`config.mk`:
```
export PLATFORM = sky130hd
export DESIGN_NAME = zion_basic_circuit_lib_clr_skid_reg_flat
export DESIGN_NICKNAME = d
export VERILOG_FILES = /design/src/rtl/zion_basic_circuit_lib_clr_skid_reg_if.sv /design/src/rtl/zion_basic_circuit_lib_clr_skid_reg.sv /design/src/flat_wrapper.sv
export SDC_FILE = /design/constraint.sdc
export NUM_CORES = 1
export LEC_CHECK = 0
export CELL_PAD_IN_SITES_DETAIL_PLACEMENT = 0
export CELL_PAD_IN_SITES_GLOBAL_PLACEMENT = 1
export CORE_UTILIZATION = 37
export DETAILED_ROUTE_END_ITERATION = 7
export HOLD_SLACK_MARGIN = 0.08
export PLACE_DENSITY = 0.91
export SLEW_MARGIN = 20
export SYNTH_ARGS = -nofsm -noshare
export SYNTH_HDL_FRONTEND = slang
export SYNTH_SLANG_ARGS = --single-unit
```
`constraint.sdc`:
```
create_clock -name clk -period 2.74 [get_ports clk]
set_clock_uncertainty 0.1 [all_clocks]
set_input_delay 0.822 -clock clk [delete_from_list [all_inputs] [get_ports clk]]
set_output_delay 0.822 -clock clk [all_outputs]
set_load 0.01 [all_outputs]
```
`src/rtl/zion_basic_circuit_lib_clr_skid_reg_if.sv`:
```
// Handshake bundle for the clearable skid register slice.
// The master side drives the upstream beat, the downstream ready and the flush.
interface zion_basic_circuit_lib_clr_skid_reg_if #(
  parameter int WIDTH = 8
);
  logic             iClr;
  logic             iVld;
  logic             oRdy;
  logic [WIDTH-1:0] iDat;
  logic             oVld;
  logic             iRdy;
  logic [WIDTH-1:0] oDat;
  logic [1:0]       oCnt;

  modport master (
    output iClr, iVld, iDat, iRdy,
    input  oRdy, oVld, oDat, oCnt
  );

  modport slave (
    input  iClr, iVld, iDat, iRdy,
    output oRdy, oVld, oDat, oCnt
  );
endinterface

```
`src/rtl/zion_basic_circuit_lib_clr_skid_reg.sv`:
```
// Two-entry valid/ready skid slice with synchronous flush.
// Handshake outputs come from the occupancy state only, so no comb path crosses.
module zion_basic_circuit_lib_clr_skid_reg #(
  parameter int           WIDTH    = 8,
  parameter logic [127:0] INI_DATA = '0
) (
  input logic clk,
  input logic rst,
  zion_basic_circuit_lib_clr_skid_reg_if.slave sif
);
  localparam logic [WIDTH-1:0] INI = INI_DATA[WIDTH-1:0];

  typedef enum logic [1:0] {
    EMPTY = 2'd0,
    ONE   = 2'd1,
    FULL  = 2'd2
  } state_t;

  state_t           state;
  state_t           stateNxt;
  logic [WIDTH-1:0] mainReg;
  logic [WIDTH-1:0] mainNxt;
  logic [WIDTH-1:0] skidReg;
  logic [WIDTH-1:0] skidNxt;
  logic             inAcc;
  logic             outAcc;

  assign sif.oVld = (state != EMPTY);
  assign sif.oRdy = (state != FULL);
  assign sif.oCnt = state;
  assign sif.oDat = mainReg;

  assign inAcc  = sif.iVld & sif.oRdy;
  assign outAcc = sif.oVld & sif.iRdy;

  always_ff @(posedge clk or posedge rst) begin
    if (rst) begin
      state   <= EMPTY;
      mainReg <= INI;
      skidReg <= INI;
    end else begin
      state   <= stateNxt;
      mainReg <= mainNxt;
      skidReg <= skidNxt;
    end
  end

  always_comb begin
    stateNxt = state;
    mainNxt  = mainReg;
    skidNxt  = skidReg;
    if (sif.iClr) begin
      stateNxt = EMPTY;
      mainNxt  = INI;
      skidNxt  = INI;
    end else begin
      unique case (state)
        EMPTY: begin
          if (inAcc) begin
            mainNxt  = sif.iDat;
            stateNxt = ONE;
          end
        end
        ONE: begin
          if (inAcc && outAcc) begin
            mainNxt = sif.iDat;
          end else if (inAcc) begin
            skidNxt  = sif.iDat;
            stateNxt = FULL;
          end else if (outAcc) begin
            stateNxt = EMPTY;
          end
        end
        FULL: begin
          if (outAcc) begin
            mainNxt  = skidReg;
            stateNxt = ONE;
          end
        end
        default: begin
          stateNxt = EMPTY;
          mainNxt  = INI;
          skidNxt  = INI;
        end
      endcase
    end
  end
endmodule

```
`src/flat_wrapper.sv`:
```
// flat-port wrapper written by rule: the top's interface ports become plain ports
module zion_basic_circuit_lib_clr_skid_reg_flat 
#(
  parameter int           WIDTH    = 8,
  parameter logic [127:0] INI_DATA = '0
)
  (clk, rst, sif_iClr, sif_iVld, sif_iDat, sif_iRdy, sif_oRdy, sif_oVld, sif_oDat, sif_oCnt);
  zion_basic_circuit_lib_clr_skid_reg_if #(.WIDTH(WIDTH)) sif_i ();
  input logic clk;
  input logic rst;
  input wire logic [$bits(sif_i.iClr)-1:0] sif_iClr;
  input wire logic [$bits(sif_i.iVld)-1:0] sif_iVld;
  input wire logic [$bits(sif_i.iDat)-1:0] sif_iDat;
  input wire logic [$bits(sif_i.iRdy)-1:0] sif_iRdy;
  output wire logic [$bits(sif_i.oRdy)-1:0] sif_oRdy;
  output wire logic [$bits(sif_i.oVld)-1:0] sif_oVld;
  output wire logic [$bits(sif_i.oDat)-1:0] sif_oDat;
  output wire logic [$bits(sif_i.oCnt)-1:0] sif_oCnt;
  assign sif_i.iClr = sif_iClr;
  assign sif_i.iVld = sif_iVld;
  assign sif_i.iDat = sif_iDat;
  assign sif_i.iRdy = sif_iRdy;
  assign sif_oRdy = sif_i.oRdy;
  assign sif_oVld = sif_i.oVld;
  assign sif_oDat = sif_i.oDat;
  assign sif_oCnt = sif_i.oCnt;
  zion_basic_circuit_lib_clr_skid_reg #(.WIDTH(WIDTH), .INI_DATA(INI_DATA)) u_core (.clk(clk), .rst(rst), .sif(sif_i));
endmodule
```
==> impl_metrics.env, run 1 <==
export IMPL_first_pass_iters=4
export IMPL_postCtsSetupRepairBufs=0
export IMPL_netlist_instances=90
export IMPL_reg2reg_to="u_core.skidReg[2]"
export IMPL_crit_cells=2
export IMPL_cts_hold_buffers_added=0
export IMPL_crit_end="sif_oVld"
export IMPL_critPathBufInv=1
export IMPL_vias_per_cell=4.887
export IMPL_hold_viol=0
export IMPL_final_setup_tns_ns=0
export IMPL_rows=17
export IMPL_path_max_fanout=11
export IMPL_syn_nets=103
export IMPL_r2r_cells=3
export IMPL_core_area_mm2=0.002255
export IMPL_critPathSlowestCell="dfrtp_1"
export IMPL_groute_usage_overall_pct=15.07
export IMPL_clkLatencyLatePin_ns=0.28
export IMPL_period_minus_slack_ns=2.542
export IMPL_cp_start_kind="flip-flop"
export IMPL_slew_violations=0
export IMPL_async_flop_share_pct=100.0
export IMPL_synthXorXnorAreaFrac_pct=0
export IMPL_cts_made_buffers=3
export IMPL_routedWlPerCell_um=12.11
export IMPL_grt_max_degree=19
export IMPL_cts_root_buf="clkbuf_4"
export IMPL_hp_class="flip-flop to flip-flop"
export IMPL_antenna_found_initial=0
export IMPL_start_util_pct=39.68
export IMPL_totalWireLength_um=1719
export IMPL_cts_resized=0
export IMPL_cp_required_ns=1.82
export IMPL_synth_edff_count=0
export IMPL_grt_pass1_vias=664
export IMPL_cts_tree="yes"
export IMPL_syn_to_final_growth_pct=30.91
export IMPL_crit_chain="or2_2 > clkdlybuf4s50_1"
export IMPL_status="completed"
export IMPL_ioPinCount=25
export IMPL_remaining_drc_errors=0
export IMPL_ir_drop_uv=286.0
export IMPL_ant_nets=0
export IMPL_port_buffers=24
export IMPL_rsz0062_at_grt="false"
export IMPL_num_vias=694
export IMPL_synth_simple_area_share_pct=15.66
export IMPL_cp_end_kind="primary output"
export IMPL_ys_flop_type="dfrtp_1"
export IMPL_synthMuxAreaShare_pct=8.951
export IMPL_setup_violations_final=0
export IMPL_ys_seq_elements=18
export IMPL_synth_area_um2=894.6
export IMPL_layout_common_cells="clkdlybuf4s50_1, dfrtp_1, nand2_1, inv_1, o21ai_1"
export IMPL_crit_start="u_core.sif.oCnt[1]"
export IMPL_synth_top_family_by_area="compound AO/OA/AOI/OAI gates"
export IMPL_fp_dieH_um=51.17
export IMPL_maxSlewHeadroom_pct=56.20
export IMPL_max_stage_delay_ns=0.52
export IMPL_tightest_slew_ns=0.6563
export IMPL_cts_buffer_depth=2
export IMPL_avgSynthCellArea_um2=9.940
export IMPL_path_clk_slew_ns=0.09
export IMPL_r2r_slack_ns=1.19
export IMPL_overflow=0
export IMPL_cts_sinks=18
export IMPL_die_area_mm2=0.002618
export IMPL_synth_fa_ha_area_share_pct=0
export IMPL_dp_hpwl_um=1366
export IMPL_final_common_cell="clkdlybuf4s50_1"
export IMPL_layout_drive_gt1_share_pct=7.018
export IMPL_yosysSeqAreaShare_pct=50.35
export IMPL_cap_violations=0
export IMPL_p_total_uw=535.4
export IMPL_critPathKind="flip-flop to primary output"
export IMPL_synth_compound_area_share_pct=18.04
export IMPL_powerDensity_mw_per_mm2=457.2
export IMPL_arrival_ns=1.62
export IMPL_antenna_cells=0
export IMPL_cpLargestDelayFamily="flip-flops"
export IMPL_leakagePower_uw=0.0005039
export IMPL_r2r_start="u_core.sif.oCnt[1]"
export IMPL_finalNetCount=129
export IMPL_drtIter0Drc=10
export IMPL_yosysUniqueCellTypes=21
export IMPL_finalCritPeriodShare_pct=92.78
export IMPL_gp_congestion=0.7127
export IMPL_grt_first_pass_wirelength_um=2904
export IMPL_max_freq_ghz=0.3934
export IMPL_die_w_um=51.17
export IMPL_yosysWarnings=0
export IMPL_cts_max_level=1
## worst min path at each step
stage                            start                 end  depth (start not counted)
detailed placement  u_core.sif.oDat[4]  u_core.sif.oDat[4]                          2
global placement    u_core.sif.oDat[7]  u_core.sif.oDat[7]                          2
finish              u_core.sif.oDat[7]  u_core.sif.oDat[7]                          2
CTS                 u_core.sif.oDat[4]  u_core.sif.oDat[4]                          2
global route        u_core.sif.oDat[0]  u_core.sif.oDat[0]                          2
floorplan            u_core.skidReg[0]   u_core.skidReg[0]                          2
## logic make-up after synthesis
group	after synthesis
AO/OA/AOI/OAI	23
buffers and inverters	13
flip-flops	18
multiplexers	8
AND/OR/NAND/NOR	28
## metal layers
layer  wire, um  up-vias  global-route usage [%]
met5          0        -                       0
met4          9        0                   5.556
met3         36        2                   2.679
met2        831       12                   25.00
met1        841      329                   19.50
li1           -      351                       -
## registers in the layout (all words and copies together) (netlist names)
register         count
u_core.sif.oCnt      2
u_core.sif.oDat      8
u_core.skidReg       8
## worst min-delay path, stage by stage (launching register included)
cell     delay (ns)
dfrtp_1        0.35
nand2_1        0.05
o21ai_1        0.06
## stage by stage
stage	util, %	cells	worst slack [ns]	hold WS (ns)	instance area [um^2]
floorplan	-	90	0.9302	0.3945	894.6
global placement	50.94	139	0.3778	0.3658	1149
detailed placement	50.94	139	0.2841	0.3741	1149
CTS	51.94	142	0.1804	0.3956	1171
global route	51.94	142	0.1235	0.4089	1171
finish	51.94	142	0.1978	0.3908	1171
## where the power goes
group / switching, uW / internal, uW / total (uW) / leakage, uW
combinational: 52.6 / 64.0 / 117 / 0.000250
sequential: 13.0 / 284 / 297 / 0.000240
clock: 71.0 / 51.0 / 122 / 0.0000138
total: 137 / 399 / 535 / 0.000504
## synthesized netlist by cell type, types with 2 or more instances
| library cell | number | area share, % |
|---|---|---|
| nor2b_1 | 2 | 1.4 |
| o21ai_1 | 9 | 5.0 |
| a22oi_1 | 8 | 6.7 |
| dfrtp_1 | 18 | 50 |
| o21a_1 | 2 | 1.7 |
| nor2_1 | 3 | 1.3 |
| inv_1 | 9 | 3.8 |
| nand2b_1 | 2 | 1.4 |
| buf_2 | 2 | 1.1 |
| nand2_1 | 17 | 7.1 |
| mux2i_1 | 8 | 9.0 |
## cell type report
| cell class | count | area, um^2 |
|---|---|---|
| fillers | 224 | 1084 |
| clock buffers | 3 | 22.52 |
| repair buffers | 25 | 247.7 |
| multi-input cells | 59 | 381.6 |
| inverters | 9 | 33.78 |
| well taps | 28 | 35.03 |
| flip-flops and latches | 18 | 450.4 |
No activity file was read; power rests on OpenSTA's default activity.
==> run 2: changes to the inputs <==
CAP_MARGIN = 10   (was default)
==> results of run 2 <==
Final layout, timing and power as in run 1 (identical DEF).
==> run 3: changes to the inputs <==
CAP_MARGIN = default   (was 10)
==> results of run 3 <==
Final layout, timing and power as in run 1 (identical DEF).
